--- src/rtl/countdown_ms.sv ---
// Programmable millisecond countdown timer: load a ms value, start, decrements once per ms, flags expiry.
// Latency: all outputs registered, one cycle after the controlling input; no backpressure (strobes always accepted).
// Control priority per cycle is load > pause > start > prescaler tick.
module countdown_ms #(
    parameter int CLK_PER_MS = 100000,
    parameter int MS_W       = 11
) (
    input  logic            clk,
    input  logic            rst_n,
    input  logic            load,
    input  logic [MS_W-1:0] load_ms,
    input  logic            start,
    input  logic            pause,
    output logic [MS_W-1:0] ms_remaining,
    output logic            running,
    output logic            expired,
    output logic            done
);

    localparam int              PS_W    = $clog2(CLK_PER_MS);
    localparam logic [PS_W-1:0] PS_LAST = PS_W'(CLK_PER_MS - 1);

    typedef enum logic [1:0] {IDLE, RUN, PAUSED, EXPIRED} state_t;

    state_t          state, state_nxt;
    logic [PS_W-1:0] prescaler, prescaler_nxt;
    logic [MS_W-1:0] ms_nxt;
    logic            running_nxt, expired_nxt, done_nxt;

    always_ff @(posedge clk or negedge rst_n) begin
        if (!rst_n) begin
            state        <= IDLE;
            prescaler    <= '0;
            ms_remaining <= '0;
            running      <= 1'b0;
            expired      <= 1'b0;
            done         <= 1'b0;
        end else begin
            state        <= state_nxt;
            prescaler    <= prescaler_nxt;
            ms_remaining <= ms_nxt;
            running      <= running_nxt;
            expired      <= expired_nxt;
            done         <= done_nxt;
        end
    end

    always_comb begin
        state_nxt     = state;
        prescaler_nxt = prescaler;
        ms_nxt        = ms_remaining;
        if (load) begin
            // load overrides everything, including a tick due this cycle
            state_nxt     = IDLE;
            prescaler_nxt = '0;
            ms_nxt        = load_ms;
        end else begin
            case (state)
                IDLE: begin
                    if (start) begin
                        state_nxt = (ms_remaining == '0) ? EXPIRED : RUN;
                    end
                end
                RUN: begin
                    if (pause) begin
                        state_nxt = PAUSED;
                    end else if (prescaler == PS_LAST) begin
                        prescaler_nxt = '0;
                        if (ms_remaining <= MS_W'(1)) begin
                            ms_nxt    = '0;
                            state_nxt = EXPIRED;
                        end else begin
                            ms_nxt = ms_remaining - 1'b1;
                        end
                    end else begin
                        prescaler_nxt = prescaler + 1'b1;
                    end
                end
                PAUSED: begin
                    // prescaler stays frozen so resumed run time adds up exactly
                    if (!pause && start) begin
                        state_nxt = RUN;
                    end
                end
                EXPIRED: begin
                    prescaler_nxt = '0;
                    ms_nxt        = '0;
                end
            endcase
        end
    end

    always_comb begin
        running_nxt = (state_nxt == RUN);
        expired_nxt = (state_nxt == EXPIRED);
        done_nxt    = (state_nxt == EXPIRED) && (state != EXPIRED);
    end

endmodule
--- config.mk ---
export PLATFORM = sky130hd
export DESIGN_NAME = countdown_ms
export DESIGN_NICKNAME = d
export VERILOG_FILES = /design/src/rtl/countdown_ms.sv
export SDC_FILE = /design/constraint.sdc
export NUM_CORES = 1
export LEC_CHECK = 0
export ABC_CLOCK_PERIOD_IN_PS = 3150
export CORE_ASPECT_RATIO = 0.7
export CORE_UTILIZATION = 30
export DETAILED_ROUTE_END_ITERATION = 10
export HOLD_SLACK_MARGIN = 0.05
export RECOVER_POWER = 25
export SYNTH_ARGS = -nofsm -noshare
export SYNTH_HDL_FRONTEND = slang
export SYNTH_SLANG_ARGS = --single-unit
--- constraint.sdc ---
create_clock -name clk -period 3.15 [get_ports clk]
set_input_delay 0.4725 -clock clk [delete_from_list [all_inputs] [get_ports clk]]
set_output_delay 0.4725 -clock clk [all_outputs]
set_load 0.005 [all_outputs]
Word level (Yosys, flattened, before mapping)
Index checks and enable logic that the tools add are counted.

cells by class
  multiplexer cells = 17
  $lt $le $gt $ge = 1
  equal/unequal tests = 9
  multiply operators = 0
  add/sub/neg operators = 2
  reductions and logical operators = 8
  bitwise operators = 0
  divide/modulo/power cells = 0
  shift operators = 0

operators with widths
  cell                     number
  $mux W17                 3
  $mux W11                 4
  $pmux W17 S2             1
  $pmux W11 S2             1
  $add A17 B1 Y17 const B  1
  $eq A17 B17 Y1 const B   1
  $mux W2                  7
  $le A11 B1 Y1 const B    1
  $logic_not A11 Y1        1
  $sub A11 B1 Y11 const B  1
  $eq A2 B2 Y1 const B     3
  $ne A3 B3 Y1 const B     2
  $pmux W2 S3              1
  $eq A2 B1 Y1 const B     2
  $reduce_and A3 Y1        1
  $reduce_bool A3 Y1       1
  $logic_and A1 B1 Y1      2
  $logic_not A2 Y1         1
  $ne A2 B2 Y1 const B     1
  $reduce_and A2 Y1        1
  $logic_not A1 Y1         1

word-level totals
  bits in registers = 33
  word-level logic and storage cells = 43
  RAM bits = 0
  input bits = 16
  latch bits = 0
  memories = 0
  output and inout port bits = 14
  bits in read-only memories = 0

Longest topological paths before layout
  depth after elaboration = 8
  mapped depth = 8
  mapped depth without buffers = 7

Worst setup path before layout
OpenSTA, ideal clock, no wires.

  path type = reg-to-reg
  start = register ms_remaining[6]
  end = register ms_remaining[0]
  stages on the path, launching flop included = 8
  library setup time = 0.133 ns
  path slack = 1.119 ns
  arrival = 1.899 ns
  path buffers = 2
  data required time = 3.017 ns
  period minus slack after synthesis = 2.031 ns
  path through = dfrtp_1 or4_4 buf_6 o41ai_4 buf_6 nor2_1 a211oi_1 a21oi_1

on the way
  longest elaborated chain between the ends = 6

ends and longest elaborated chain
  element                 line  source
  start, declared         14    output logic [MS_W-1:0] ms_remaining,
  start signal, assigned  41    ms_remaining <= ms_nxt;
  $le A11 B1 Y1           69    if (ms_remaining <= MS_W'(1)) begin
  $mux W11                69
  $mux W11                67    end else if (prescaler == PS_LAST) begin
  $mux W11                65    if (pause) begin
  $pmux W11 S2            58    case (state)
  $mux W11                52    if (load) begin

No other way between the ends. The select of a mux whose other input is x is not followed.
A chain may end at the register's enable or synchronous reset.

Final worst setup path
  start = register prescaler[0]
  end = register ms_remaining[3]

on the way
  longest elaborated chain between the ends = 3

ends and longest elaborated chain
  element                             line  source
  start, declared                     26    logic [PS_W-1:0] prescaler, prescaler_nxt;
  start signal, assigned              40    prescaler <= prescaler_nxt;
  $eq A17 B17 Y1                      67
  $ne A3 B3 Y1 (no source line)       n/a
  $reduce_and A3 Y1 (no source line)  n/a

No other way between the ends.

==> flow_summary_export.csv <==
group,metric,value,unit
synthesis,synth_edf_count,0,
sta,min_period,2.36,ns
global_routing,grt_pass1_vias,1571,
drt,firstDrtPassIters,7,
pwr,power_density,420,mW/mm^2
sta,slew_violations,34,
global_routing,grt.overflow.total,0,
global_routing,grt_usage,14.8,%
drt,routed_via_density,5.23,
placement,io_buffers,29,
cts,cts_tree,"done",
job,cap_violations,1,
sta,slew_headroom,-18.5,%
die,core_area,0.00622,sq mm
cts,clockBufferDepth,2,
final_layout,nNetsFinal,265,
pwr,p_total,1.00,mW
synthesis,synth.avg_cell_area,9.05,sq um
global_routing,antenna_found_initial,0,
pwr,p_seq_share,48.5,%
sta,fin_worst_skew,0.00148,ns
status,status,"complete, but fails checks",
final_layout,n_antenna_cell,0,
sta,timing.final.crit_share,74.8,%
setup_path,worstSetupPathType,"reg2reg",
synthesis,synth-seq-cells,33,
cts,cts_resized,0,
synthesis,syn_inst,213,
sta,grt_setup_unrepaired,"false",
setup_path,reg2reg_from,"prescaler[0]",
drt,num_vias,1690,
status,violations,"DRC, capacitance limit, slew limit",
pwr,pwr-share-clk,31.8,%
setup_path,regToRegEndpoint,"ms_remaining[3]",
pwr,vdd_drop_max,168,uV
worst_hold_path,hold_path_end,"ms_remaining[5]",
cts,cts.htree.levels,2,
synthesis,ys_warn_count,0,
drt,routed_wl,4.63,mm
sta,tightestPinTransition,1.78,ns
setup_path,reg2reg_setup_slack,0.79,ns
drt,post_drt_wl_per_cell,14.3,um
cts,hold_buffers,0,
cts,insertion_delay,0.28,ns
die,dieWidth,97.8,um
global_routing,grt_max_degree,34,
final_layout,drive_above_1_share,6.53,%
worst_hold_path,hold_depth,2,
cts,clk_pin_slew_worst_paths,0.06,ns
final_layout,final_area,0.00239,sq mm
synthesis,synth.top_cell.area_share,42.8,%
sta,fin_setup_tns,0,ns
synthesis,ys_types,45,
sta,hold_viol_final,0,
synthesis,ys.flop_type,"dfrtp_1",
pwr,p_leak,0.917,nW
placement,dp_hpwl,3.49,mm
final_layout,final_core_util,38.4,%
drt,drtAntennaViolNets,0,
setup_path,crit_arrival,2.57,ns
cts,cts_sinks,33,
synthesis,synth_nets,233,
setup_path,path_max_fanout,13,
setup_path,worst_setup_path_start_kind,"flip-flop",
die,dieArea,0.00676,sq mm
cts,cts_root_buf,"clkbuf_8",
synthesis,async_flop_share,100,%
die,ios,30,
worst_hold_path,hold_path_class,"reg2reg",
placement,globalplace.congestion,0.834,
cts,cts_buffers,5,
synthesis,synth_area_leaders,"dfrtp_1, nor2_1, a21oi_1",
pwr,switchingPower,0.278,mW
pwr,switching_share,27.7,%
pwr,internal-power,0.725,mW
synthesis,yosysSeqAreaShare,42.8,%
setup_path,reg2regPathDepth,6,
final_layout,areaGrowthSynthToFinish,23.8,%
sta,setup_viol,0,
synthesis,netlist_area,0.00193,sq mm
placement,placed_area,0.00230,sq mm
drt,drt_iter0_markers,73,
worst_hold_path,min-delay-start,"ms_remaining[5]",
sta,fmax,0.424,GHz
final_layout,mostFrequentLayoutCell,"dfrtp_1",
sta,fin_hold_ws,0.558,ns
die,die_y,69.1,um
drt,drc,4,
die,initial_utilization,31.0,%
setup_path,required,3.37,ns
global_routing,grt_first_pass_wirelength,7.87,mm
cts,cts_setup_buffers,0,
die,rows,24,
synthesis,yosys.area.top_type,"dfrtp_1",
pwr,p_comb_share,19.7,%
setup_path,endpoint_kind,"flip-flop",
final_layout,layout_common_cells,"dfrtp_1, nor2_1, clkdlybuf4s50_1, nand2_1, a21oi_1",
## metal layers
metal | vias to the layer above | part of all wire, % | track usage (%)
li1 | 836 | - | -
met1 | 810 | 54 | 23.0
met2 | 42 | 39 | 19.1
met3 | 2 | 5.9 | 3.96
met4 | 0 | 1.1 | 5.56
met5 | - | 0 | 0
## flip-flops by register name, summed over array words and instances (netlist names)
register      cells
prescaler        17
ms_remaining     11
state             2
done              1
expired           1
running           1
## worst max-delay path by stage
stage	depth (start not counted)	to	start	slack, ns
after floorplan	7	ms_remaining[0]	ms_remaining[6]	1.12
after global placement	5	ms_remaining[3]	load	0.74
after detailed placement	5	ms_remaining[3]	load	0.67
after CTS	6	ms_remaining[3]	prescaler[0]	0.80
after global routing	2	ms_remaining[8]	rst_n	0.50
final	6	ms_remaining[3]	prescaler[0]	0.79
## metrics by stage
stage | cells | worst slack, ns
2_1_floorplan | 213 | 1.12
3_3_place_gp | 316 | 0.743
3_5_place_dp | 316 | 0.668
4_1_cts | 323 | 0.796
5_1_grt | 323 | 0.499
6_report | 323 | 0.793
## power by group through the flow
stage | Clock (mW) | Sequential, mW | Combinational (mW)
2_1_floorplan | 0 | 0.486 | 0.102
3_3_place_gp | 0 | 0.495 | 0.200
3_5_place_dp | 0 | 0.494 | 0.199
4_1_cts | 0.330 | 0.486 | 0.200
5_1_grt | 0.348 | 0.492 | 0.220
6_report | 0.319 | 0.486 | 0.198
## critical path, stage by stage, from the launching register on
cell and delay, ns:
dfrtp_1 0.42, ha_1 0.19, nand3_1 0.27, nor3_1 0.55
a21oi_2 0.31, or4_1 0.46, nand3_1 0.09
## Yosys cell counts (4+ instances only)
| cell type | count |
|---|---|
| ha_1 | 4 |
| nand4_1 | 4 |
| a211oi_1 | 4 |
| o211ai_1 | 5 |
| nor2_1 | 28 |
| nand3_1 | 5 |
| inv_1 | 4 |
| o21ai_1 | 12 |
| dfrtp_1 | 33 |
| xnor2_1 | 6 |
| nor4_1 | 5 |
| or3_1 | 7 |
| a21oi_1 | 13 |
| clkbuf_1 | 7 |
| nor3_1 | 8 |
| nand2b_1 | 6 |
| nand2_1 | 17 |
## layout make-up
class	instances	area, sq um
Clock buffer	7	86.3
Fill cell	620	3830
Inverter	4	15.0
Multi-Input combinational cell	167	1040
Sequential cell	33	826
Tap cell	78	97.6
Timing Repair Buffer	34	324
## logic make-up after synthesis
kind of cell / Yosys count / share of synthesized area, %
adder cells (fa/ha/maj): 4 / 2.60
AO/OA/AOI/OAI: 52 / 18.4
buffers and inverters: 13 / 3.31
AND/OR/NAND/NOR: 101 / 28.3
multiplexers: 1 / 0.519
flip-flops: 33 / 42.8
XOR/XNOR: 9 / 4.09
No activity file was read; power rests on OpenSTA's default activity.
